`src/rtl/cpu_exec_pkg.sv`:
```
// Shared definitions for the RV32I execute stage: ALU control codes, op classes,
// branch funct3 encodings and the registered result entry.
package cpu_exec_pkg;

  localparam int EXEC_XLEN = 32;

  localparam logic [3:0] ALU_ADD  = 4'd0;
  localparam logic [3:0] ALU_SUB  = 4'd1;
  localparam logic [3:0] ALU_AND  = 4'd2;
  localparam logic [3:0] ALU_OR   = 4'd3;
  localparam logic [3:0] ALU_XOR  = 4'd4;
  localparam logic [3:0] ALU_SLL  = 4'd5;
  localparam logic [3:0] ALU_SRL  = 4'd6;
  localparam logic [3:0] ALU_SRA  = 4'd7;
  localparam logic [3:0] ALU_SLT  = 4'd8;
  localparam logic [3:0] ALU_SLTU = 4'd9;

  typedef enum logic [2:0] {
    CL_OP     = 3'd0,
    CL_OP_IMM = 3'd1,
    CL_BRANCH = 3'd2,
    CL_LUI    = 3'd3,
    CL_AUIPC  = 3'd4,
    CL_JAL    = 3'd5,
    CL_JALR   = 3'd6
  } op_class_t;

  localparam logic [2:0] F3_BEQ  = 3'b000;
  localparam logic [2:0] F3_BNE  = 3'b001;
  localparam logic [2:0] F3_BLT  = 3'b100;
  localparam logic [2:0] F3_BGE  = 3'b101;
  localparam logic [2:0] F3_BLTU = 3'b110;
  localparam logic [2:0] F3_BGEU = 3'b111;

  typedef struct packed {
    logic [4:0]           rd;
    logic [EXEC_XLEN-1:0] result;
    logic                 redirect;
    logic [EXEC_XLEN-1:0] target;
    logic                 illegal;
  } exec_entry_t;

  function automatic logic [EXEC_XLEN-1:0] align_target(input logic [EXEC_XLEN-1:0] a,
                                                        input logic en);
    align_target = {a[EXEC_XLEN-1:1], a[0] & ~en};
  endfunction

endpackage

```
`src/rtl/cpu_alu.sv`:
```
// Combinational RV32I ALU with comparison flags used for branch resolution.
module cpu_alu
  import cpu_exec_pkg::*;
#(
  parameter int XLEN       = 32,
  parameter int SHIFT_BITS = $clog2(XLEN)
) (
  input  logic [3:0]      i_ctrl,
  input  logic [XLEN-1:0] i_a,
  input  logic [XLEN-1:0] i_b,
  output logic [XLEN-1:0] o_result,
  output logic            o_zero,
  output logic            o_less_than,
  output logic            o_unsigned_less_than
);

  logic signed [XLEN-1:0] w_a_s;
  logic signed [XLEN-1:0] w_b_s;
  logic [SHIFT_BITS-1:0]  w_shamt;

  assign w_a_s   = i_a;
  assign w_b_s   = i_b;
  assign w_shamt = i_b[SHIFT_BITS-1:0];

  assign o_less_than          = (w_a_s < w_b_s);
  assign o_unsigned_less_than = (i_a < i_b);

  always_comb begin
    o_result = '0;
    case (i_ctrl)
      ALU_ADD:  o_result = i_a + i_b;
      ALU_SUB:  o_result = i_a - i_b;
      ALU_AND:  o_result = i_a & i_b;
      ALU_OR:   o_result = i_a | i_b;
      ALU_XOR:  o_result = i_a ^ i_b;
      ALU_SLL:  o_result = i_a << w_shamt;
      ALU_SRL:  o_result = i_a >> w_shamt;
      ALU_SRA:  o_result = w_a_s >>> w_shamt;
      ALU_SLT:  o_result = {{(XLEN-1){1'b0}}, o_less_than};
      ALU_SLTU: o_result = {{(XLEN-1){1'b0}}, o_unsigned_less_than};
      default:  o_result = '0;
    endcase
  end

  assign o_zero = (o_result == '0);

endmodule

```
`src/rtl/cpu_exec_stage.sv`:
```
// Execute stage: decodes ALU control, resolves branches/jumps and buffers
// results in a main+skid pair so backpressure never drops or duplicates an op.
module cpu_exec_stage
  import cpu_exec_pkg::*;
#(
  parameter int XLEN           = 32,
  parameter bit RESET_PC_ALIGN = 1'b1
) (
  input  logic            clk,
  input  logic            rst_n,
  input  logic            flush,
  input  logic            in_valid,
  output logic            in_ready,
  input  logic [2:0]      in_class,
  input  logic [2:0]      in_funct3,
  input  logic            in_funct7_5,
  input  logic [XLEN-1:0] in_rs1,
  input  logic [XLEN-1:0] in_rs2,
  input  logic [XLEN-1:0] in_imm,
  input  logic [XLEN-1:0] in_pc,
  input  logic [4:0]      in_rd,
  output logic            out_valid,
  input  logic            out_ready,
  output logic [4:0]      out_rd,
  output logic [XLEN-1:0] out_result,
  output logic            out_redirect,
  output logic [XLEN-1:0] out_target,
  output logic            out_illegal
);

  localparam int SHIFT_BITS = $clog2(XLEN);

  op_class_t   w_class;
  logic [3:0]  w_alu_ctrl;
  logic [XLEN-1:0] w_alu_b;
  logic [XLEN-1:0] w_alu_result;
  logic        w_zero;
  logic        w_lt;
  logic        w_ult;
  logic [XLEN-1:0] w_pc_imm;
  logic [XLEN-1:0] w_pc_4;
  logic        w_taken;
  logic        w_illegal;
  exec_entry_t w_entry_p0;

  exec_entry_t r_main_p1;
  exec_entry_t r_skid_p1;
  logic        r_main_vld_p1;
  logic        r_skid_vld_p1;

  logic        w_accept;
  logic        w_drain;

  assign w_class  = op_class_t'(in_class);
  assign w_alu_b  = (w_class == CL_OP || w_class == CL_BRANCH) ? in_rs2 : in_imm;
  assign w_pc_imm = in_pc + in_imm;
  assign w_pc_4   = in_pc + XLEN'(4);

  always_comb begin
    w_alu_ctrl = ALU_ADD;
    case (in_funct3)
      3'b000:  w_alu_ctrl = (w_class == CL_OP && in_funct7_5) ? ALU_SUB : ALU_ADD;
      3'b001:  w_alu_ctrl = ALU_SLL;
      3'b010:  w_alu_ctrl = ALU_SLT;
      3'b011:  w_alu_ctrl = ALU_SLTU;
      3'b100:  w_alu_ctrl = ALU_XOR;
      3'b101:  w_alu_ctrl = in_funct7_5 ? ALU_SRA : ALU_SRL;
      3'b110:  w_alu_ctrl = ALU_OR;
      default: w_alu_ctrl = ALU_AND;
    endcase
    // Branches compare via subtraction; other non-ALU classes reuse ADD for the JALR target.
    if (w_class == CL_BRANCH) w_alu_ctrl = ALU_SUB;
    else if (w_class != CL_OP && w_class != CL_OP_IMM) w_alu_ctrl = ALU_ADD;
  end

  cpu_alu #(
    .XLEN       (XLEN),
    .SHIFT_BITS (SHIFT_BITS)
  ) u_alu (
    .i_ctrl               (w_alu_ctrl),
    .i_a                  (in_rs1),
    .i_b                  (w_alu_b),
    .o_result             (w_alu_result),
    .o_zero               (w_zero),
    .o_less_than          (w_lt),
    .o_unsigned_less_than (w_ult)
  );

  always_comb begin
    w_taken   = 1'b0;
    w_illegal = 1'b0;
    w_entry_p0 = '{rd: in_rd, result: w_alu_result, redirect: 1'b0, target: '0, illegal: 1'b0};
    case (w_class)
      CL_OP:     w_illegal = in_funct7_5 && (in_funct3 != 3'b000) && (in_funct3 != 3'b101);
      CL_OP_IMM: w_illegal = in_funct7_5 && (in_funct3 == 3'b001);
      CL_BRANCH: begin
        case (in_funct3)
          F3_BEQ:  w_taken = w_zero;
          F3_BNE:  w_taken = !w_zero;
          F3_BLT:  w_taken = w_lt;
          F3_BGE:  w_taken = !w_lt;
          F3_BLTU: w_taken = w_ult;
          F3_BGEU: w_taken = !w_ult;
          default: w_illegal = 1'b1;
        endcase
        w_entry_p0.rd       = '0;
        w_entry_p0.redirect = w_taken;
        w_entry_p0.target   = w_pc_imm;
      end
      CL_LUI:    w_entry_p0.result = in_imm;
      CL_AUIPC:  w_entry_p0.result = w_pc_imm;
      CL_JAL: begin
        w_entry_p0.result   = w_pc_4;
        w_entry_p0.redirect = 1'b1;
        w_entry_p0.target   = w_pc_imm;
      end
      CL_JALR: begin
        w_entry_p0.result   = w_pc_4;
        w_entry_p0.redirect = 1'b1;
        w_entry_p0.target   = align_target(w_alu_result, RESET_PC_ALIGN);
      end
      default:   w_illegal = 1'b1;
    endcase
    if (w_illegal) begin
      w_entry_p0.rd       = '0;
      w_entry_p0.redirect = 1'b0;
    end
    w_entry_p0.illegal = w_illegal;
  end

  // Stage boundary: main + skid result buffer
  assign in_ready = rst_n && !r_skid_vld_p1;
  assign w_accept = in_valid && in_ready;
  assign w_drain  = r_main_vld_p1 && out_ready;

  always_ff @(posedge clk) begin
    if (!rst_n) begin
      r_main_vld_p1 <= 1'b0;
      r_skid_vld_p1 <= 1'b0;
      r_main_p1     <= '0;
      r_skid_p1     <= '0;
    end else if (flush) begin
      r_main_vld_p1 <= 1'b0;
      r_skid_vld_p1 <= 1'b0;
    end else if (w_drain || !r_main_vld_p1) begin
      // A valid skid implies in_ready was low, so no accept competes with the refill.
      if (r_skid_vld_p1) begin
        r_main_p1     <= r_skid_p1;
        r_main_vld_p1 <= 1'b1;
        r_skid_vld_p1 <= 1'b0;
      end else if (w_accept) begin
        r_main_p1     <= w_entry_p0;
        r_main_vld_p1 <= 1'b1;
      end else begin
        r_main_vld_p1 <= 1'b0;
      end
    end else if (w_accept) begin
      r_skid_p1     <= w_entry_p0;
      r_skid_vld_p1 <= 1'b1;
    end
  end

  assign out_valid    = r_main_vld_p1;
  assign out_rd       = r_main_p1.rd;
  assign out_result   = r_main_p1.result;
  assign out_redirect = r_main_p1.redirect;
  assign out_target   = r_main_p1.target;
  assign out_illegal  = r_main_p1.illegal;

endmodule
```
`config.mk`:
```
export PLATFORM = sky130hd
export DESIGN_NAME = cpu_exec_stage
export DESIGN_NICKNAME = d
export VERILOG_FILES = /design/src/rtl/cpu_exec_pkg.sv /design/src/rtl/cpu_alu.sv /design/src/rtl/cpu_exec_stage.sv
export SDC_FILE = /design/constraint.sdc
export NUM_CORES = 1
export LEC_CHECK = 0
export BUFFER_PORTS_ARGS = -buffer_cell sky130_fd_sc_hd__buf_2
export CAP_MARGIN = 30
export CORE_MARGIN = 2
export CORE_UTILIZATION = 45
export CTS_CLUSTER_SIZE = 25
export DETAILED_ROUTE_END_ITERATION = 6
export GPL_ROUTABILITY_DRIVEN = 0
export PLACE_DENSITY = 0.65
export SLEW_MARGIN = 20
export SYNTH_ARGS = -nofsm -noshare
export SYNTH_HDL_FRONTEND = slang
export SYNTH_HIERARCHICAL = 1
export SYNTH_SLANG_ARGS = --single-unit
```
`constraint.sdc`:
```
create_clock -name clk -period 23.2 [get_ports clk]
set_input_delay 4.64 -clock clk [delete_from_list [all_inputs] [get_ports clk]]
set_output_delay 4.64 -clock clk [all_outputs]
set_load 0.01 [all_outputs]
```
==> impl_metrics.csv <==
group,metric,value,unit
run_status,status,"finished, violations left",
run_status,violations,"design-rule violations",
timing,rsz0062_at_grt,"no",
yosys,async_flop_share,0,%
yosys,synth_edf_count,0,
cells_and_area,syn_to_final_growth,9.403,%
yosys,ys_top_cells_by_area,"dfxtp_1, ha_1, nand2_1",
global_route,grt_pass1_vias,22930,
cts,root_buffer,"clkbuf_16",
timing,hold_viol_final,0,
yosys,syn-num-nets,3227,
setup_path,worstPathArrival,12540,ps
yosys,ys_ff_latch,144,
global_route,gr-total-overflow,0,
setup_path,crit_fanout,55,
yosys,yosys_warnings,6,
pwr,seq_power_share,22.5,%
die,die_h,216.4,µm
pwr,power_leakage,0.009205,µW
yosys,synthFlopType,"dfxtp_1",
routing,postRouteWirelength,96470,µm
timing,period_share,52.91,%
pwr,switchingPower,509.5,µW
timing,slew_violations,0,
setup_path,crit_path_start_kind,"input pin",
cts,cts_buffers,17,
global_route,grt_util_met1,47.80,%
place,hpwl,71840,µm
pwr,p_int,637.5,µW
yosys,syn_inst,2949,
cts,tritoncts,"yes",
global_route,grt_max_degree,99,
place,port_buffers,217,
global_route,grt_pass1_wl,142600,µm
timing,maxSlewHeadroom,25.79,%
cts,cts.sinks,144,
cells_and_area,layout.nets,3273,
worst_hold_path,hold_path.class,"reg2reg",
setup_path,cpPeakStageDelay,750,ps
setup_path,critical_path_class,"in2reg",
global_route,grt_util_all_layers,39.36,%
routing,initialDrtViolationCount,3992,
timing,fin_skew,10.89,ps
yosys,synth_top_area_share,14.20,%
timing,fmax,0.08146,GHz
pwr,combPwrFrac,51.0,%
global_route,grtUsageMet3,13.61,%
cts,cts.clk_slew.worst_paths,60,ps
global_route,gr-max-usage-layer,"met2",
cts,postCtsResizedCells,0,
die,initial_core_util,45.72,%
yosys,synth_top_cell_by_area,"dfxtp_1",
timing,period_needed,12280,ps
pwr,ir_worst_vdd,0.00005530,V
cts,cts_buffer_depth,2,
timing,tns,0,ps
pwr,clkPwrFrac,26.5,%
timing,setup_viol,0,
routing,wire_per_inst,26.78,µm
die,dieArea,46840,µm²
yosys,synth_cell_types,102,
setup_path,worst_path_max_delay_cell,"clkinv_1",
cts,insertion_delay,410,ps
die,io_pins,218,
setup_path,crit_path_end_kind,"flop",
global_route,antenna_found_initial,3,
place,placed_area,21530,µm²
yosys,syn_avg_cell_area,6.886,µm²
setup_path,path_delay_family,"simple AND/OR/NAND/NOR gates",
timing,tightest_slew,1113,ps
cells_and_area,fin_area,22220,µm²
cells_and_area,drive_gt1_share,13.70,%
pwr,sw_frac_of_total,44.42,%
cts,post_cts.repair.setup_buffers,0,
setup_path,cp.required,23460,ps
pwr,p_per_area,51.63,nW/µm²
pwr,total_power,1147,µW
routing,viasPerCell,7.020,
die,die_w,216.4,µm
yosys,synth_area,20310,µm²
routing,drc,33,
job,drv_cap,0,
cts,cts_hold_buffers,0,
routing,ant_nets,0,
global_route,use_met2,57.62,%
routing,vias,25290,
yosys,yosysSeqAreaShare,14.20,%
cts,h-tree-depth,4,
die,rows,77,
die,core,44410,µm²
setup_path,crit_buf_inv,5,
routing,firstDrtPassIters,7,
[layer usage]
layer,routed length (µm),vias up
met3,13610,496
met5,17,-
met1,34530,11740
met4,8754,2
li1,-,11090
met2,39550,1963
[cell type report]
cell class,instances,area (µm²)
multi-input combinational,2456,16080
clock buffer,22,474.2
clock inverter,10,181.4
inverter,117,439.2
sequential,144,2884
tap,592,740.7
antenna,3,7.507
timing repair buffer,259,1409
fill,4415,22200
[cells in the mapped netlist (39+ instances only)]
library cell    n
o211ai_1       62
mux2_2         40
ha_1          130
a21oi_1       234
nand3_1       121
a211oi_1       58
o22ai_1        49
o21ai_0       201
nor3_1         73
clkbuf_1      166
xnor2_1        41
nand4_1        39
mux2i_1        90
nor2_1        268
nand2_1       400
inv_1         108
dfxtp_1       144
[stage by stage]
step           util [%]  std cells  hold slack, ps  worst slack (ps)
3_5_place_dp      48.47       3566           444.5             10890
6_report          50.02       3603           448.9             10920
5_1_grt           50.00       3600           468.0             10680
4_1_cts           49.95       3598           451.9             11320
3_3_place_gp      48.47       3566           441.7             11050
2_1_floorplan         -       2949           434.7             11990
[path summary, 6_finish.rpt]
path,startpoint,endpoint,slack (ps),cells past startpoint
worst max-delay path,in_class[2],out_redirect,10920,27
worst min-delay path,out_target[1],out_target[1],450,2
worst max register to register,r_skid_vld_p1,out_result[26],20450,6
worst min register to register,out_target[1],out_target[1],450,2
[registers in the layout, indices dropped and copies added, names as in the netlist]
| name | count |
|---|---|
| out_result | 32 |
| r_skid_vld_p1 | 1 |
| out_rd | 5 |
| out_redirect | 1 |
| out_valid | 1 |
| r_skid_p1 | 71 |
| out_illegal | 1 |
| out_target | 32 |
[worst min-delay path: stages, from the launching register on]
cell and delay [ps]:
dfxtp_1 310, nand2_1 50, a21oi_1 50
[placed cells by master (no fill, tap or decap), types with 14 or more instances in the layout]
cell type  netlist  routed
nand2_1        400     396
clkbuf_16        0      17
o221ai_1        32      32
o21a_1          24      24
inv_1          108     108
nand4_1         39      39
dfxtp_1        144     143
nand3_1        121     121
nor4_1          25      24
o211a_1         16      16
mux2i_1         90      90
a22oi_1         19      19
a211o_1         22      22
a221o_1         14      14
a2111oi_0       14      14
buf_4            5      40
mux4_2          23      23
xnor2_1         41      41
and3_1          22      22
or3_1           30      29
nor2b_1         18      18
buf_2           27     217
a21oi_1        234     234
and2_1          14      14
o211ai_1        62      62
a221oi_1        35      35
xor2_1          23      23
nor3_1          73      71
ha_1           130     130
o22ai_1         49      48
o21ai_0        201     201
nand2b_1        20      20
a31oi_1         35      34
nor2_1         268     265
mux2_2          40      40
a211oi_1        58      58
o31ai_1         21      21
a21o_1          32      32
[power groups by stage]
| stage | registers (µW) | clock network (µW) | logic, µW |
|---|---|---|---|
| final | 258 | 303 | 585 |
| after global routing | 259 | 317 | 610 |
| after CTS | 258 | 306 | 548 |
| after detailed placement | 263 | 0 | 545 |
| after global placement | 263 | 0 | 539 |
| after floorplan | 265 | 0 | 358 |
[cells by family after synthesis]
family          count (synthesis)  synth area share (%)
compound gates               1001                 32.99
xor+xnor                       64                 2.760
flops                         144                 14.20
simple gates                 1099                 25.21
buf+inv                       349                 7.018
mux                           156                 9.372
fa+ha+maj                     136                 8.454
(Power assumes the default switching activity.)
